### src/rtl/timer_regs.sv
`default_nettype none
// ============================================================================
// Module      : timer_regs
// Description : Memory-mapped register front end for the timer. Decodes
//               CTRL / TERM / COUNT / INTSTAT on bus_addr[3:2], issues
//               start/halt pulses, latches timer events into a sticky
//               PEND flag and drives a maskable registered irq.
//               Optional byte-enable support: define TIMER_REGS_BE_EN.
// Revision    : 1.0 - initial release
// ============================================================================
module timer_regs #(
    parameter int          ADDR_W   = 4,
    parameter logic [31:0] TERM_RST = 32'hFFFF_FFFF
) (
    input  logic              clk,
    input  logic              reset,
    input  logic              bus_sel,
    input  logic              bus_we,
    input  logic [ADDR_W-1:0] bus_addr,
    input  logic [31:0]       bus_wdata,
`ifdef TIMER_REGS_BE_EN
    input  logic [3:0]        bus_be,
`endif
    output logic [31:0]       bus_rdata,
    output logic              bus_ready,
    output logic              ro_trig_start,
    output logic              ro_trig_halt,
    output logic              ro_mode,
    output logic [31:0]       ro_termcount,
    input  logic              rf_status,
    input  logic [31:0]       rf_currcount,
    input  logic              rf_int,
    output logic              irq
);

    localparam logic [1:0] c_ADDR_CTRL    = 2'd0;
    localparam logic [1:0] c_ADDR_TERM    = 2'd1;
    localparam logic [1:0] c_ADDR_COUNT   = 2'd2;
    localparam logic [1:0] c_ADDR_INTSTAT = 2'd3;

    logic [31:0] r_rdata;
    logic        r_ready;
    logic        r_start;
    logic        r_halt;
    logic        r_mode;
    logic        r_ie;
    logic        r_pend;
    logic        r_irq;
    logic        r_int_d;
    logic [31:0] r_term;

    logic [1:0]  w_idx;
    logic [3:0]  w_be;
    logic        w_wr;
    logic        w_rd;
    logic        w_wr_ctrl;
    logic        w_wr_term;
    logic        w_w1c;
    logic        w_rise;
    logic [31:0] w_term_next;
    logic [31:0] w_rd_mux;
    logic        w_unused_addr;

    // Byte-address bits below the word boundary are never decoded.
    assign w_unused_addr = ^bus_addr;

`ifdef TIMER_REGS_BE_EN
    assign w_be = bus_be;
`else
    assign w_be = 4'hF;
`endif

    assign w_idx     = bus_addr[3:2];
    assign w_wr      = bus_sel &  bus_we;
    assign w_rd      = bus_sel & ~bus_we;
    // CTRL fields and the INTSTAT clear bit all live in byte lane 0.
    assign w_wr_ctrl = w_wr & (w_idx == c_ADDR_CTRL) & w_be[0];
    assign w_wr_term = w_wr & (w_idx == c_ADDR_TERM);
    assign w_w1c     = w_wr & (w_idx == c_ADDR_INTSTAT) & w_be[0] & bus_wdata[0];
    assign w_rise    = rf_int & ~r_int_d;

    // Lane-merged TERM value: disabled lanes keep their current contents.
    always_comb begin
        w_term_next = r_term;
        for (int i = 0; i < 4; i++) begin
            if (w_be[i]) begin
                w_term_next[i*8 +: 8] = bus_wdata[i*8 +: 8];
            end
        end
    end

    // Read-data selection for the access being accepted this cycle.
    always_comb begin
        w_rd_mux = 32'h0;
        case (w_idx)
            c_ADDR_CTRL:    w_rd_mux = {23'h0, rf_status, 4'h0, r_ie, r_mode, 2'b00};
            c_ADDR_TERM:    w_rd_mux = r_term;
            c_ADDR_COUNT:   w_rd_mux = rf_currcount;
            c_ADDR_INTSTAT: w_rd_mux = {31'h0, r_pend};
            default:        w_rd_mux = 32'h0;
        endcase
    end

    // Bus response: one-cycle ready, registered read data, zero otherwise.
    always_ff @(posedge clk or negedge reset) begin
        if (!reset) begin
            r_ready <= 1'b0;
            r_rdata <= 32'h0;
        end else begin
            r_ready <= bus_sel;
            r_rdata <= w_rd ? w_rd_mux : 32'h0;
        end
    end

    // Control registers and start/halt pulses; halt has priority over start.
    always_ff @(posedge clk or negedge reset) begin
        if (!reset) begin
            r_start <= 1'b0;
            r_halt  <= 1'b0;
            r_mode  <= 1'b0;
            r_ie    <= 1'b0;
            r_term  <= TERM_RST;
        end else begin
            r_start <= w_wr_ctrl & bus_wdata[0] & ~bus_wdata[1];
            r_halt  <= w_wr_ctrl & bus_wdata[1];
            if (w_wr_ctrl) begin
                r_mode <= bus_wdata[2];
                r_ie   <= bus_wdata[3];
            end
            if (w_wr_term) begin
                r_term <= w_term_next;
            end
        end
    end

    // Event edge detect, sticky PEND (set beats W1C) and registered irq.
    always_ff @(posedge clk or negedge reset) begin
        if (!reset) begin
            r_int_d <= 1'b0;
            r_pend  <= 1'b0;
            r_irq   <= 1'b0;
        end else begin
            r_int_d <= rf_int;
            if (w_rise) begin
                r_pend <= 1'b1;
            end else if (w_w1c) begin
                r_pend <= 1'b0;
            end
            r_irq <= r_pend & r_ie;
        end
    end

    assign bus_rdata     = r_rdata;
    assign bus_ready     = r_ready;
    assign ro_trig_start = r_start;
    assign ro_trig_halt  = r_halt;
    assign ro_mode       = r_mode;
    assign ro_termcount  = r_term;
    assign irq           = r_irq;

endmodule
`default_nettype wire

### config.mk
export PLATFORM = sky130hd
export DESIGN_NAME = timer_regs
export DESIGN_NICKNAME = d
export VERILOG_FILES = /design/src/rtl/timer_regs.sv
export SDC_FILE = /design/constraint.sdc
export NUM_CORES = 1
export LEC_CHECK = 0
export CAP_MARGIN = 30
export CORE_UTILIZATION = 44
export CTS_BUF_LIST = sky130_fd_sc_hd__clkbuf_8
export CTS_CLUSTER_DIAMETER = 60
export DETAILED_ROUTE_END_ITERATION = 8
export PLACE_DENSITY = 0.87
export SLEW_MARGIN = 20
export SYNTH_ARGS = -nofsm -noshare
export SYNTH_HDL_FRONTEND = slang
export SYNTH_SLANG_ARGS = --single-unit
export TNS_END_PERCENT = 50
### constraint.sdc
create_clock -name clk -period 2 [get_ports clk]
set_clock_uncertainty 0.15 [all_clocks]
set_input_delay 0.2 -clock clk [delete_from_list [all_inputs] [get_ports clk]]
set_output_delay 0.2 -clock clk [all_outputs]
set_load 0.01 [all_outputs]
# Word-level counts from Yosys, hierarchy flattened
# Cells that the tools add are included.
# totals
out_inout_bits	69
reg_bits	72
# op_classes
n_eq_ne	3
n_reduce_logical	2
n_mux	4
bitwise	14
# op_table
op	count
32-bit case mux with 4 select lines	1
32-bit two-way mux	1
1-bit bitwise AND	11
2-bit equality test (second input constant)	2
1-bit inverter	3
2-bit by 1-bit equality test with 1-bit output (second input constant)	1
2-bit zero test	1
1-bit two-way mux	2
2-bit nonzero test	1

# Longest topological paths before layout
# depth
ltp_word	5
ltp_mapped	5
mapped_depth_nobuf	3

# Least setup slack after synthesis
# No wires, ideal clock.
# synth_timing
path_type	input -> register
from	input bus_addr[3]
to	register r_ie
path_slack_ps	654
required_ps	1725
setup_ps	125
cell_stages	3
t_arrival_ps	1071
path_buffers	1
cell_sequence	clkbuf_1 > nor3_1 > mux2_2
# synth_between
elab_chain_cells	2
# synth_rtl
item	line_no	rtl
from (decl)	19	input logic [ADDR_W-1:0] bus_addr,
2-bit zero test	77	assign w_wr_ctrl = w_wr & (w_idx == c_ADDR_CTRL) & w_be[0];
1-bit bitwise AND	77	
to (signal assigned)	128	r_ie <= bus_wdata[3];
to (decl)	46	logic r_ie;
# No other way between the ends.
# A chain may end at the register's enable or synchronous reset.

# Worst setup path after layout
# layout_timing
from	register r_term[25] (netlist: ro_termcount[25])
to	output ro_termcount[25]
# layout_rtl
item	line_no	rtl
from (decl)	50	logic [31:0] r_term;
from (signal assigned)	131	r_term <= w_term_next;
to (decl)	29	output logic [31:0] ro_termcount,
# No word-level cell between the ends.

==> results.cfg <==
[sta]
period_needed_ps = 1800
fmax_ghz = 0.555
relSlewSlack_pct = 51.9
drv_slew = 0
finalWorstSetupSlack_ps = 197
hold_viol = 0
rsz0062_at_grt = false
worst_slew_pin_slew_ps = 721
period_share_pct = 90.2
setup_tns_ps = 0
setup_viol = 0

[yosys]
synthTopCellsByArea = dfrtp_1, dfstp_2, mux2_2, a22oi_1, nor2_1
ys_warn_count = 0
syn_area_um2 = 2820
ys_types = 25
synthCells = 204
synth_top_cell_by_area = dfrtp_1
syn_avg_cell_area_um2 = 13.8
synth_top_area_share_pct = 35.5
synthesis.nets = 278
ys_ff_latch = 72
ys_seq_area_share_pct = 65.3

[drt]
wl_met3_um = 462
vias_per_cell = 5.15
totalWireLength_mm = 7.32
first_pass_iters = 4
first_iter_violations = 120
drt_drc_violations_left = 0
top_layer_used = met4
met1_length_mm = 2.85
dr_wl_met2_mm = 3.85
wire_per_inst_um = 16.8
ant_nets = 0
vias = 2241

[critical_path]
worstSetupPathType = flop to output port
timing.rr.start = ro_mode
required_ps = 1650
crit_chain = clkdlybuf4s50_1
cp-end-kind = output port
critPathTopFamily = buffers and inverters
worstPathArrival_ps = 1450
start_kind = flop
crit_path_max_incr_delay_ps = 570
r2r-end = bus_rdata[2]
cp.depth = 1
r2r.worst_path.cells = 3
startpoint = ro_termcount[25]
rrSetupSlack_ps = 840
path_max_fanout = 3
crit_slowest_cell = clkdlybuf4s50_1
critPathCapture = ro_termcount[25]
crit_buf_inv = 1

[floorplanning]
fp.coreArea_um2 = 6060
rows = 28
ioPinCount = 143
dieArea_um2 = 6740
die_w_um = 82.1
fp.dieH_um = 82.1
initial_core_util_pct = 46.6

[clock_network]
post_cts_buffers = 0
cts_htree_levels = 3
clkTransAtPathRegs_ps = 70
cts.sinks = 72
clk_path_buf_depth = 2
root_buffer = clkbuf_8
hold_buffers = 1
cts.repair.resized = 0
numCtsBuffers = 9
worstSkewPairLatency_ps = 330
cts_tree = built

[place]
place_ws_ps = 201
dp_hpwl_mm = 5.20
globalplace.congestion = 0.726
port_buffers = 140

[global_routing]
grt_pass1_vias = 2121
grt_max_degree = 59
grt_pass1_wl_mm = 10.6
antenna_found_initial = 0
grtUsageTotal_pct = 22.3
gr-total-overflow = 0

[hold_path]
min_path_type = input port to flop

[layout]
area_growth_syn_to_layout_pct = 61.0
drive_gt1_share_pct = 26.1
nets = 429
diodes = 0

[power]
vdd.ir_drop.worst_mv = 0.612
p_per_area_nw_per_um2 = 857
leakage_nw = 1.90

[outcome]
status = finished clean

[job]
cap_violations = 0
==> cell usage in the layout (no fill, tap or decap), drive strengths merged, types with 4 or more instances in the layout <==
| cell | instances |
|---|---|
| a211oi | 7 |
| a22oi | 28 |
| clkdlybuf4s50 | 139 |
| inv | 4 |
| buf | 14 |
| dfrtp | 40 |
| mux2 | 34 |
| nor2 | 28 |
| nor2b | 4 |
| dfstp | 32 |
| clkbuf | 9 |
| nand2b | 4 |
==> state kept, by name (all words and copies together) (netlist names) <==
register,cells
ro_mode,1
ro_termcount,32
irq,1
r_ie,1
r_pend,1
bus_rdata,32
r_int_d,1
bus_ready,1
ro_trig_halt,1
ro_trig_start,1
==> kinds of logic (layout without fill, tap and decap cells) <==
logic type,Yosys count,after routing,share of synthesized area [%]
flops,72,72,65.3
buf+inv,15,171,3.19
simple gates,44,44,7.63
mux,35,35,14.1
compound gates,38,38,9.84
==> worst reg2reg max path, stage by stage (launching register included) <==
cell,delay (ps)
dfrtp_1,390
nor2b_1,130
a211oi_1,270
a211oi_1,90
==> worst min-delay path by stage <==
stage                     startpoint            end  cells past startpoint
after floorplan                reset   bus_rdata[0]                      0
after global placement         reset  bus_rdata[28]                      1
after detailed placement       reset  bus_rdata[28]                      1
after CTS                     rf_int        r_int_d                      1
after global routing          rf_int        r_int_d                      1
final                         rf_int        r_int_d                      1
==> through the flow <==
step | utilization, % | hold WS (ps) | std cells | power, mW | instance area, um^2
global route | 75.0 | 186 | 435 | 4.07 | 4540
CTS | 75.0 | 181 | 435 | 3.92 | 4540
global placement | 71.8 | 132 | 418 | 2.80 | 4350
finish | 75.0 | 205 | 435 | 3.89 | 4540
floorplan | - | -246 | 204 | 2.22 | 2820
detailed placement | 71.8 | 150 | 418 | 2.85 | 4350
==> synthesized netlist by cell type <==
cell,count
a211oi_1,7
a21oi_1,1
a22oi_1,28
and2_1,2
and2b_1,1
and3b_1,1
buf_2,3
buf_4,2
buf_6,3
clkbuf_1,6
dfrtp_1,40
dfstp_2,32
inv_1,1
mux2_1,1
mux2_2,32
mux2_4,1
mux2i_1,1
nand2_1,1
nand2b_1,4
nand3_1,1
nand3_4,1
nor2_1,28
nor2b_1,4
nor3_1,1
o21ai_0,2
==> cell type report <==
cell class,instances,area (um^2)
tap,75,93.8
fill,413,1520
clock buffer,9,124
sequential,72,1840
clock inverter,7,56.3
timing repair buffer,154,1530
multi-input combinational,117,892
inverter,1,3.75
==> layer usage <==
metal / track usage [%] / up-vias
li1: - / 1020
met3: 6.11 / 15
met1: 26.4 / 1113
met2: 37.1 / 93
met5: 0 / -
met4: 10.9 / 0
==> where the power goes <==
group          switching [mW]  internal, mW
clock network           0.515         0.557
logic                   0.341         0.597
registers               0.134          1.75
total                   0.990          2.90
No activity file was read; power rests on OpenSTA's default activity.
